<file path="config.mk">
export PLATFORM = sky130hd
export DESIGN_NAME = relay_pulse_scheduler
export DESIGN_NICKNAME = d
export VERILOG_FILES = /design/src/rtl/relay_sched_pkg.sv /design/src/rtl/relay_rr_arbiter.sv /design/src/rtl/relay_pulse_scheduler.sv
export SDC_FILE = /design/constraint.sdc
export NUM_CORES = 1
export LEC_CHECK = 0
export ABC_AREA = 0
export ABC_CLOCK_PERIOD_IN_PS = 3250
export CORE_MARGIN = 2
export CORE_UTILIZATION = 58
export CTS_CLUSTER_SIZE = 40
export DETAILED_ROUTE_END_ITERATION = 7
export GPL_ROUTABILITY_DRIVEN = 1
export HOLD_SLACK_MARGIN = 0.02
export PLACE_DENSITY = 0.76
export REMOVE_ABC_BUFFERS = 1
export SYNTH_ARGS = -nofsm -noshare
export SYNTH_HDL_FRONTEND = slang
export SYNTH_SLANG_ARGS = --single-unit
</file>
<file path="constraint.sdc">
create_clock -name clk -period 3.25 [get_ports clk]
set_input_delay 0.325 -clock clk [delete_from_list [all_inputs] [get_ports clk]]
set_output_delay 0.325 -clock clk [all_outputs]
set_load 0.01 [all_outputs]
</file>
<file path="src/rtl/relay_sched_pkg.sv">
// Shared types and default timing for the latching-relay pulse scheduler.
package relay_sched_pkg;

  typedef enum logic [1:0] {
    ST_IDLE     = 2'd0,
    ST_PULSE    = 2'd1,
    ST_DEADTIME = 2'd2
  } state_t;

  // 10 ms coil pulse and 1 ms all-off gap at 125 MHz.
  localparam int DEFAULT_PULSE_CYCLES    = 1250000;
  localparam int DEFAULT_DEADTIME_CYCLES = 125000;

  function automatic int max_int(input int a, input int b);
    return (a > b) ? a : b;
  endfunction

endpackage

</file>
<file path="src/rtl/relay_rr_arbiter.sv">
// Round-robin pick among pending relays; grant is combinational, search start is registered.
// The pointer moves to the index after the granted one only when the grant is taken.
module relay_rr_arbiter #(
  parameter int NUM_RELAYS = 4
) (
  input  logic                          clk,
  input  logic                          rst_n,
  input  logic [NUM_RELAYS-1:0]         req,
  input  logic                          advance,
  output logic                          gnt_vld,
  output logic [$clog2(NUM_RELAYS)-1:0] gnt_idx
);
  localparam int IW = $clog2(NUM_RELAYS);

  logic [IW-1:0] ptr;

  // Walk from the far end back to ptr so the closest requester wins.
  always_comb begin
    int idx;
    gnt_vld = 1'b0;
    gnt_idx = '0;
    idx     = 0;
    for (int k = NUM_RELAYS - 1; k >= 0; k--) begin
      idx = int'(ptr) + k;
      if (idx >= NUM_RELAYS) idx = idx - NUM_RELAYS;
      if (req[IW'(idx)]) begin
        gnt_vld = 1'b1;
        gnt_idx = IW'(idx);
      end
    end
  end

  always_ff @(posedge clk or negedge rst_n) begin
    if (!rst_n) begin
      ptr <= '0;
    end else if (advance) begin
      ptr <= (gnt_idx == IW'(NUM_RELAYS - 1)) ? '0 : gnt_idx + IW'(1);
    end
  end

endmodule

</file>
<file path="src/rtl/relay_pulse_scheduler.sv">
// Serialises set/reset coil pulses for latching relays: one pulse at a time, dead time after each.
// Drive starts one edge after a command on an idle block; RELAY_SKIP_REDUNDANT_EN skips pulses to a known position.
module relay_pulse_scheduler
  import relay_sched_pkg::*;
#(
  parameter int NUM_RELAYS      = 4,
  parameter int PULSE_CYCLES    = DEFAULT_PULSE_CYCLES,
  parameter int DEADTIME_CYCLES = DEFAULT_DEADTIME_CYCLES
) (
  input  logic                          clk,
  input  logic                          rst_n,
  input  logic                          cmd_en,
  input  logic [$clog2(NUM_RELAYS)-1:0] cmd_relay,
  input  logic                          cmd_dir,
  output logic [NUM_RELAYS-1:0]         relay_a,
  output logic [NUM_RELAYS-1:0]         relay_b,
  output logic                          busy,
  output logic                          done_valid,
  output logic [$clog2(NUM_RELAYS)-1:0] done_relay,
  output logic [NUM_RELAYS-1:0]         relay_pos
);
  localparam int IW = $clog2(NUM_RELAYS);
  localparam int CW = $clog2(max_int(PULSE_CYCLES, DEADTIME_CYCLES) + 1);

  state_t                state, state_nxt;
  logic [CW-1:0]         cnt, cnt_nxt;
  logic [NUM_RELAYS-1:0] pending, pending_nxt;
  logic [NUM_RELAYS-1:0] pend_dir, pend_dir_nxt;
  logic [IW-1:0]         cur_relay, cur_relay_nxt;
  logic                  cur_dir, cur_dir_nxt;
  logic [NUM_RELAYS-1:0] relay_a_nxt, relay_b_nxt, relay_pos_nxt;
  logic                  done_valid_nxt, busy_nxt;
  logic [IW-1:0]         done_relay_nxt;
  logic                  gnt_vld, grant_take, skip;
  logic [IW-1:0]         gnt_idx;

`ifdef RELAY_SKIP_REDUNDANT_EN
  logic [NUM_RELAYS-1:0] pos_known, pos_known_nxt;
  assign skip = pos_known[gnt_idx] && (relay_pos[gnt_idx] == pend_dir[gnt_idx]);
`else
  assign skip = 1'b0;
`endif

  relay_rr_arbiter #(.NUM_RELAYS(NUM_RELAYS)) u_arb (
    .clk     (clk),
    .rst_n   (rst_n),
    .req     (pending),
    .advance (grant_take),
    .gnt_vld (gnt_vld),
    .gnt_idx (gnt_idx)
  );

  always_comb begin
    state_nxt      = state;
    cnt_nxt        = cnt;
    pending_nxt    = pending;
    pend_dir_nxt   = pend_dir;
    cur_relay_nxt  = cur_relay;
    cur_dir_nxt    = cur_dir;
    relay_a_nxt    = '0;
    relay_b_nxt    = '0;
    done_valid_nxt = 1'b0;
    done_relay_nxt = done_relay;
    relay_pos_nxt  = relay_pos;
    grant_take     = 1'b0;
`ifdef RELAY_SKIP_REDUNDANT_EN
    pos_known_nxt  = pos_known;
`endif
    case (state)
      ST_IDLE: begin
        if (gnt_vld) begin
          grant_take           = 1'b1;
          pending_nxt[gnt_idx] = 1'b0;
          if (skip) begin
            done_valid_nxt = 1'b1;
            done_relay_nxt = gnt_idx;
          end else begin
            state_nxt            = ST_PULSE;
            cnt_nxt              = CW'(PULSE_CYCLES);
            cur_relay_nxt        = gnt_idx;
            cur_dir_nxt          = pend_dir[gnt_idx];
            relay_a_nxt[gnt_idx] = pend_dir[gnt_idx];
            relay_b_nxt[gnt_idx] = ~pend_dir[gnt_idx];
          end
        end
      end
      ST_PULSE: begin
        if (cnt == CW'(1)) begin
          state_nxt                = ST_DEADTIME;
          cnt_nxt                  = CW'(DEADTIME_CYCLES);
          done_valid_nxt           = 1'b1;
          done_relay_nxt           = cur_relay;
          relay_pos_nxt[cur_relay] = cur_dir;
`ifdef RELAY_SKIP_REDUNDANT_EN
          pos_known_nxt[cur_relay] = 1'b1;
`endif
        end else begin
          cnt_nxt     = cnt - CW'(1);
          relay_a_nxt = relay_a;
          relay_b_nxt = relay_b;
        end
      end
      ST_DEADTIME: begin
        if (cnt == CW'(1)) state_nxt = ST_IDLE;
        else               cnt_nxt   = cnt - CW'(1);
      end
      default: state_nxt = ST_IDLE;
    endcase
    // Applied after the grant clear so a command to the granted relay queues a fresh entry.
    if (cmd_en) begin
      pending_nxt[cmd_relay]  = 1'b1;
      pend_dir_nxt[cmd_relay] = cmd_dir;
    end
    busy_nxt = (state_nxt != ST_IDLE) || (|pending_nxt);
  end

  always_ff @(posedge clk or negedge rst_n) begin
    if (!rst_n) begin
      state      <= ST_IDLE;
      cnt        <= '0;
      pending    <= '0;
      pend_dir   <= '0;
      cur_relay  <= '0;
      cur_dir    <= 1'b0;
      relay_a    <= '0;
      relay_b    <= '0;
      busy       <= 1'b0;
      done_valid <= 1'b0;
      done_relay <= '0;
      relay_pos  <= '0;
`ifdef RELAY_SKIP_REDUNDANT_EN
      pos_known  <= '0;
`endif
    end else begin
      state      <= state_nxt;
      cnt        <= cnt_nxt;
      pending    <= pending_nxt;
      pend_dir   <= pend_dir_nxt;
      cur_relay  <= cur_relay_nxt;
      cur_dir    <= cur_dir_nxt;
      relay_a    <= relay_a_nxt;
      relay_b    <= relay_b_nxt;
      busy       <= busy_nxt;
      done_valid <= done_valid_nxt;
      done_relay <= done_relay_nxt;
      relay_pos  <= relay_pos_nxt;
`ifdef RELAY_SKIP_REDUNDANT_EN
      pos_known  <= pos_known_nxt;
`endif
    end
  end

endmodule

</file>
* After elaboration in Yosys (flattened, before gate mapping)
Cells that the tools add are included.
** Word-level totals
- Memory bits (writable) :: 0
- Flip-flop bits (word level) :: 52
- Latch bits :: 0
- Memories kept :: 0
- Output and inout bits :: 16
- Word-level logic and storage cells :: 115
- Input port bits :: 6
- Bits in read-only memories :: 0
** Cells by class
- Magnitude comparators :: 14
- Add/subtract/negate cells :: 9
- Divide/modulo/power cells :: 0
- Equal/unequal tests :: 7
- Multiply operators :: 0
- Shift-type cells :: 0
- Bitwise logic cells :: 6
- Multiplexer cells :: 55
- Reductions and logical operators :: 11
** Operators with widths (count)
- two-way mux 21 bit :: 3
- case mux 21 bit (3 select lines) :: 1
- two-way mux 2 bit :: 12
- two-way mux 4 bit :: 6
- equality test 21 x 1 -> 1 bit, second input constant :: 1
- subtractor 21 x 1 -> 21 bit, second input constant :: 1
- two-way mux 1 bit :: 20
- less-than comparator 2 x 4 -> 1 bit, second input constant :: 4
- case mux 4 bit (2 select lines) :: 2
- AND 4 bit :: 3
- binary-select mux 1 bit (select 2 bit) :: 5
- greater-or-equal comparator 3 bit, second input constant :: 3
- less-than comparator 2 x 3 -> 1 bit, second input constant :: 3
- bitwise mux 4 bit :: 2
- subtractor 2 x 1 -> 2 bit, second input constant :: 4
- adder 2 x 2 -> 3 bit, second input constant :: 2
- demux 1 bit (select 2 bit) :: 3
- greater-or-equal comparator 2 x 1 -> 1 bit, second input constant :: 3
- inequality test 2 bit, second input constant :: 3
- case mux 2 bit (3 select lines) :: 1
- equality test 2 bit, second input constant :: 2
- inverter 4 bit :: 1
- bitwise OR 4 bit :: 1
- AND reduction 2 bit :: 2
- 12 further kinds :: 14

* Depth between registers and ports, before layout
- Word-level depth :: 22
- Gate-level depth with buffers :: 11
- Gate-level depth less buffers :: 11

* Hierarchy
A second synthesis with hierarchy kept.
** Second synthesis, totals
- Cells, all modules :: 297
- Area, all modules :: 2962.8 um^2
** Modules (own cells, without submodules)
- relay_pulse_scheduler :: seq. area each 1251.2 um^2, cells each 274, area each 2782.7 um^2, instances 1
- relay_rr_arbiter :: seq. area each 50.0 um^2, cells each 23, area each 180.2 um^2, instances 1

* Least setup slack after synthesis
Ideal clock, no wire load.
- Kind :: register to register
- Start :: register u_arb.ptr[1]
- End :: register busy
- Library setup time :: 131 ps
- Arrival :: 2582 ps
- Required time :: 3119 ps
- Path buffers :: 0
- Slack :: 536 ps
- Period minus slack after synthesis :: 2714 ps
- Cell stages (with the launch flop) :: 9
- Cells stage by stage :: dfrtp_1 > nand2b_1 > and3_1 > a311oi_1 > ha_1 > nand2_1 > a21o_1 > or4_1 > or3_1
** Between the ends
- Word-level cells in the longest chain between the ends :: 22
- Elaborated cells on any way between the ends :: 51
- Classes of those cells :: add/sub: 7; order compare: 6; mux: 31; bitwise: 3; reduce/logical: 4
** RTL lines
- start, declared :: RTL line relay_rr_arbiter.sv:15 : logic [IW-1:0] ptr;
- start signal, assigned :: RTL line relay_rr_arbiter.sv:37 : ptr <= (gnt_idx == IW'(NUM_RELAYS - 1)) ? '0 : gnt_idx + IW'(1);
- adder 2 x 2 -> 3 bit :: RTL line relay_rr_arbiter.sv:24 : idx = int'(ptr) + k;
- greater-or-equal comparator 3 bit / subtractor 2 x 1 -> 2 bit (equally long branches) :: RTL line relay_rr_arbiter.sv:25 : if (idx >= NUM_RELAYS) idx = idx - NUM_RELAYS;
- two-way mux 2 bit :: RTL line relay_rr_arbiter.sv:25
- binary-select mux 1 bit (select 2 bit) :: RTL line relay_rr_arbiter.sv:26 : if (req[IW'(idx)]) begin
- two-way mux 1 bit (implied by the code) (2 in series) :: RTL line relay_rr_arbiter.sv:26
- two-way mux 2 bit (3 in series) :: RTL line relay_rr_arbiter.sv:26
- two-way mux 2 bit (*) :: RTL line relay_rr_arbiter.sv:26
- net gnt_idx[0] :: RTL line relay_pulse_scheduler.sv:35 : logic [IW-1:0] gnt_idx;
- (+6 left out)
- two-way mux 4 bit (*) :: RTL line relay_pulse_scheduler.sv:71 : if (gnt_vld) begin
- two-way mux 4 bit (*) :: RTL line relay_pulse_scheduler.sv:69 : case (state)
- bitwise OR 4 bit (no source line)
- two-way mux 4 bit (*) :: RTL line relay_pulse_scheduler.sv:110 : if (cmd_en) begin
- net pending_nxt[1] :: RTL line relay_pulse_scheduler.sv:27 : logic [NUM_RELAYS-1:0] pending, pending_nxt;
- OR reduction 4 bit (*) :: RTL line relay_pulse_scheduler.sv:114 : busy_nxt = (state_nxt != ST_IDLE) || (|pending_nxt);
- logical OR 1 bit (*) :: RTL line relay_pulse_scheduler.sv:114
- net busy_nxt :: RTL line relay_pulse_scheduler.sv:32 : logic done_valid_nxt, busy_nxt;
- end signal, assigned :: RTL line relay_pulse_scheduler.sv:143 : busy <= busy_nxt;
- end, declared :: RTL line relay_pulse_scheduler.sv:17 : output logic busy,
Mark *: on every way through the listed nets, which the timed path passes. The rest lies on a longest branch. The select of a mux whose other input is x is not followed.
A chain may end at the register's enable or synchronous reset.

* Final worst setup path
Same ends and word-level chain as after synthesis.

==> summary.log <==
qor: logic_synthesis.synth_most_common_cell sky130_fd_sc_hd__dfrtp_1
qor: logic_synthesis.synth_adder_area_share 0.04407
qor: run_status.run_status completed
qor: drt.wl_per_cell 16.19 um
qor: die.chipWidth 73.96 um
qor: cts.clockBufferDepth 2
qor: cts.clock_sink_count 52
qor: setup_path.worst_r2r_endpoint busy
qor: die.std_cell_rows 25
qor: cts.clkTransAtPathRegs 0.10 ns
qor: sta.post-route-min-period 2.984 ns
qor: drt.drt-initial-drc-count 133
qor: setup_path.data_arrival_time_of_the_critical_path 3.18 ns
qor: sta.setup_slack 0.2657 ns
qor: placement.placement.io_buffers 21
qor: sta.max_frequency 335.1 MHz
qor: logic_synthesis.share_of_flip_flops_with_an_asynchronous_set_or_reset 1.000
qor: logic_synthesis.synthDominantAreaCellType sky130_fd_sc_hd__dfrtp_1
qor: sta.rsz0062_at_grt no
qor: logic_synthesis.yosysWarnings 0
qor: die.height_of_the_die 73.96 um
qor: placement.placed_area 3126 sq um
qor: grt.grt_start_max_net_pins 38
qor: die.placeableCoreArea 4723 sq um
qor: grt.grt-ovfl-total 0
qor: cts.htreeDepth 2
qor: die.ioPinCount 22
qor: logic_synthesis.synth_ff_type sky130_fd_sc_hd__dfrtp_1
qor: sta.slew_violations 0
qor: setup_path.worstSetupStartpointType flip-flop
qor: grt.via_count_of_the_first_global_routing_pass 2112
qor: worst_hold_path.worstHoldPathType input pin to asynchronous set/reset pin
qor: cts.count_of_cells_resized_by_post_cts_repair 0
qor: logic_synthesis.yosys.area_share.simple 0.2041
qor: grt.antenna_found_initial 0
qor: finish.stdcell_area 3221 sq um
qor: die.die-area 5470 sq um
qor: logic_synthesis.synthTopCellsByCount sky130_fd_sc_hd__dfrtp_1, sky130_fd_sc_hd__nor2_1, sky130_fd_sc_hd__nand2_1
qor: cts.post_cts_buffers 0
qor: logic_synthesis.post_synth_main_area_contributors sky130_fd_sc_hd__dfrtp_1, sky130_fd_sc_hd__mux2_2, sky130_fd_sc_hd__ha_1
qor: sta.setup-violations-final 0
qor: drt.drt_pre_antenna_iters 4
qor: finish.design.final.nets 316
qor: setup_path.start_of_the_worst_register_to_register_path u_arb.ptr[1]
qor: sta.final_min_period_over_clock_period 0.9182
qor: setup_path.ordered_cell_list_for_the_critical_path nand2b_1 -> and3_1 -> a311oi_1 -> ha_1 -> nand2_1 -> a21o_1 -> or4_1 -> or3_1
qor: pwr.leakagePower 1.431 nW
qor: finish.share_of_post_route_cells_with_drive_strength_above_1 0.1462
qor: drt.via_per_inst 5.948
qor: logic_synthesis.postSynthRegisterBits 52
qor: logic_synthesis.synth_top_family_by_area simple AND/OR/NAND/NOR gates
qor: placement.detailedPlacementHpwl 4354 um
qor: sta.final_hold_viol_count 0
qor: logic_synthesis.synth_cells 274
qor: logic_synthesis.synth.top_cell.area_share 0.4584
qor: cts.clock_tree_from_tritoncts done
qor: grt.grt_usage 0.2382
qor: setup_path.crit_slowest_cell sky130_fd_sc_hd__a311oi_1
qor: pwr.p_total 1.183 mW
qor: sta.worst-slew-pin-transition 0.9269 ns
qor: sta.timing.max_slew.rel_slack 0.3755
qor: setup_path.critical-path-top-delay-family simple AND/OR/NAND/NOR gates
qor: setup_path.timing.reg2reg.worst_path_depth 8
qor: logic_synthesis.synth_cell_types 52
qor: setup_path.cp_data_required_time 3.44 ns
qor: sta.setup-tns-final 0 ns
qor: logic_synthesis.post_synth_mux_area_share 0.06214
qor: cts.cts_hold_buffers 0
qor: sta.hold-worst-slack 0.08051 ns
qor: pwr.pwr_density_cell 367.3 nW/um^2
qor: setup_path.worst_setup_end_kind flip-flop
qor: sta.finalClockSkew 0.007458 ns
qor: grt.first_pass_grt_wire_length 10070 um
qor: finish.syn2layout_area_growth 13.44%
qor: cts.root_buffer sky130_fd_sc_hd__clkbuf_8
qor: setup_path.crit_path_max_fanout 6
qor: setup_path.path_class flip-flop to flip-flop
qor: drt.ant_nets 0
qor: job.cap_violations 0
qor: finish.antenna_cells 0
qor: setup_path.crit_path_max_incr_delay 0.75 ns
qor: logic_synthesis.synth_compound_area_frac 0.1820
qor: die.initial_core_util 0.6011
qor: logic_synthesis.post_synth.cell_area_avg 10.36 sq um
qor: logic_synthesis.seq_area_frac_synth 0.4584
qor: cts.cts_buffers 5
qor: setup_path.buffering_stage_count_on_the_worst_path_with_inverters_included 0
qor: placement.routabilityCongestion 0.9100
qor: placement.pre_cts_ws 0.2672 ns
qor: drt.drc 0
qor: logic_synthesis.count_of_flip_flops_with_a_built_in_enable_after_synthesis 0
qor: cts.clock_insertion_delay_worst_skew 0.31 ns
qor: logic_synthesis.synth.cell_area 2839 sq um
qor: logic_synthesis.post_synth_xor_area_fraction 0.01543
qor: drt.overall_via_count_from_detail_route 2189
qor: drt.drt_wl_total 5958 um
qor: pwr.irDropWorstVdd 296.2 uV
qor: setup_path.timing.reg2reg.setup_slack 0.27 ns
-- worst max-delay path by stage --
stage / cells past startpoint / to / slack (ns) / start
after floorplan: 8 / busy / 0.54 / u_arb.ptr[1]
after global placement: 8 / busy / 0.39 / u_arb.ptr[1]
after detailed placement: 8 / busy / 0.27 / u_arb.ptr[1]
after CTS: 8 / busy / 0.26 / u_arb.ptr[1]
after global routing: 8 / busy / 0.06 / u_arb.ptr[1]
final: 8 / busy / 0.27 / u_arb.ptr[1]
-- metal layers --
| layer | GRT usage | vias up | share of wire |
|---|---|---|---|
| met1 | 0.3185 | 1063 | 0.45 |
| li1 | - | 1066 | - |
| met3 | 0.04201 | 8 | 0.041 |
| met2 | 0.4058 | 52 | 0.50 |
| met4 | 0.05859 | 0 | 0.013 |
| met5 | 0 | - | 0 |
-- cell usage in the layout (no fill, tap or decap), types with 4 or more instances in the layout --
cell type	Yosys	layout
sky130_fd_sc_hd__nor3_1	11	11
sky130_fd_sc_hd__xnor2_1	4	4
sky130_fd_sc_hd__mux2_2	13	13
sky130_fd_sc_hd__buf_4	0	6
sky130_fd_sc_hd__a22o_1	13	13
sky130_fd_sc_hd__clkbuf_8	0	5
sky130_fd_sc_hd__a21o_1	5	5
sky130_fd_sc_hd__a21oi_1	14	14
sky130_fd_sc_hd__dfrtp_1	52	52
sky130_fd_sc_hd__o21ai_0	18	18
sky130_fd_sc_hd__nand2b_1	4	4
sky130_fd_sc_hd__nand3_1	6	6
sky130_fd_sc_hd__clkdlybuf4s50_1	0	20
sky130_fd_sc_hd__inv_1	13	13
sky130_fd_sc_hd__nand2_1	19	19
sky130_fd_sc_hd__ha_1	10	10
sky130_fd_sc_hd__and3_1	6	6
sky130_fd_sc_hd__nor4_1	6	6
sky130_fd_sc_hd__nor2_1	20	20
sky130_fd_sc_hd__o21a_1	4	4
-- through the flow --
stage	util	cells
final	0.6819	368
after global routing	0.6819	368
after CTS	0.6819	368
after detailed placement	0.6617	360
after global placement	0.6617	360
after floorplan	-	266
-- cells by family after synthesis --
logic type	count (synthesis)
XOR/XNOR	5
buffers and inverters	21
AO/OA/AOI/OAI	74
adder cells (fa/ha/maj)	10
multiplexers	16
flip-flops	52
AND/OR/NAND/NOR	96
-- layout make-up --
type,count,area (sq um)
Sequential cell,52,1301
Inverter,13,48.80
Multi-Input combinational cell,201,1441
Clock buffer,5,68.82
Tap cell,67,83.83
Clock inverter,3,26.28
Timing Repair Buffer,27,250.2
Fill cell,372,1503
-- registers in the layout, indices dropped and copies added (netlist names), 2 cells and up --
name and count:
cnt 21, u_arb.ptr 2, done_relay 2, cur_relay 2, relay_pos 4, relay_b 4
state 2, pending 4, relay_a 4, pend_dir 4
-- power breakdown --
part           total, mW  switching [mW]  leakage (nW)  internal [mW]
sequential         0.679          0.0141         0.639          0.665
clock              0.387           0.228        0.0491          0.159
combinational      0.117          0.0660         0.743         0.0509
Power figures use the tool's default switching activity.
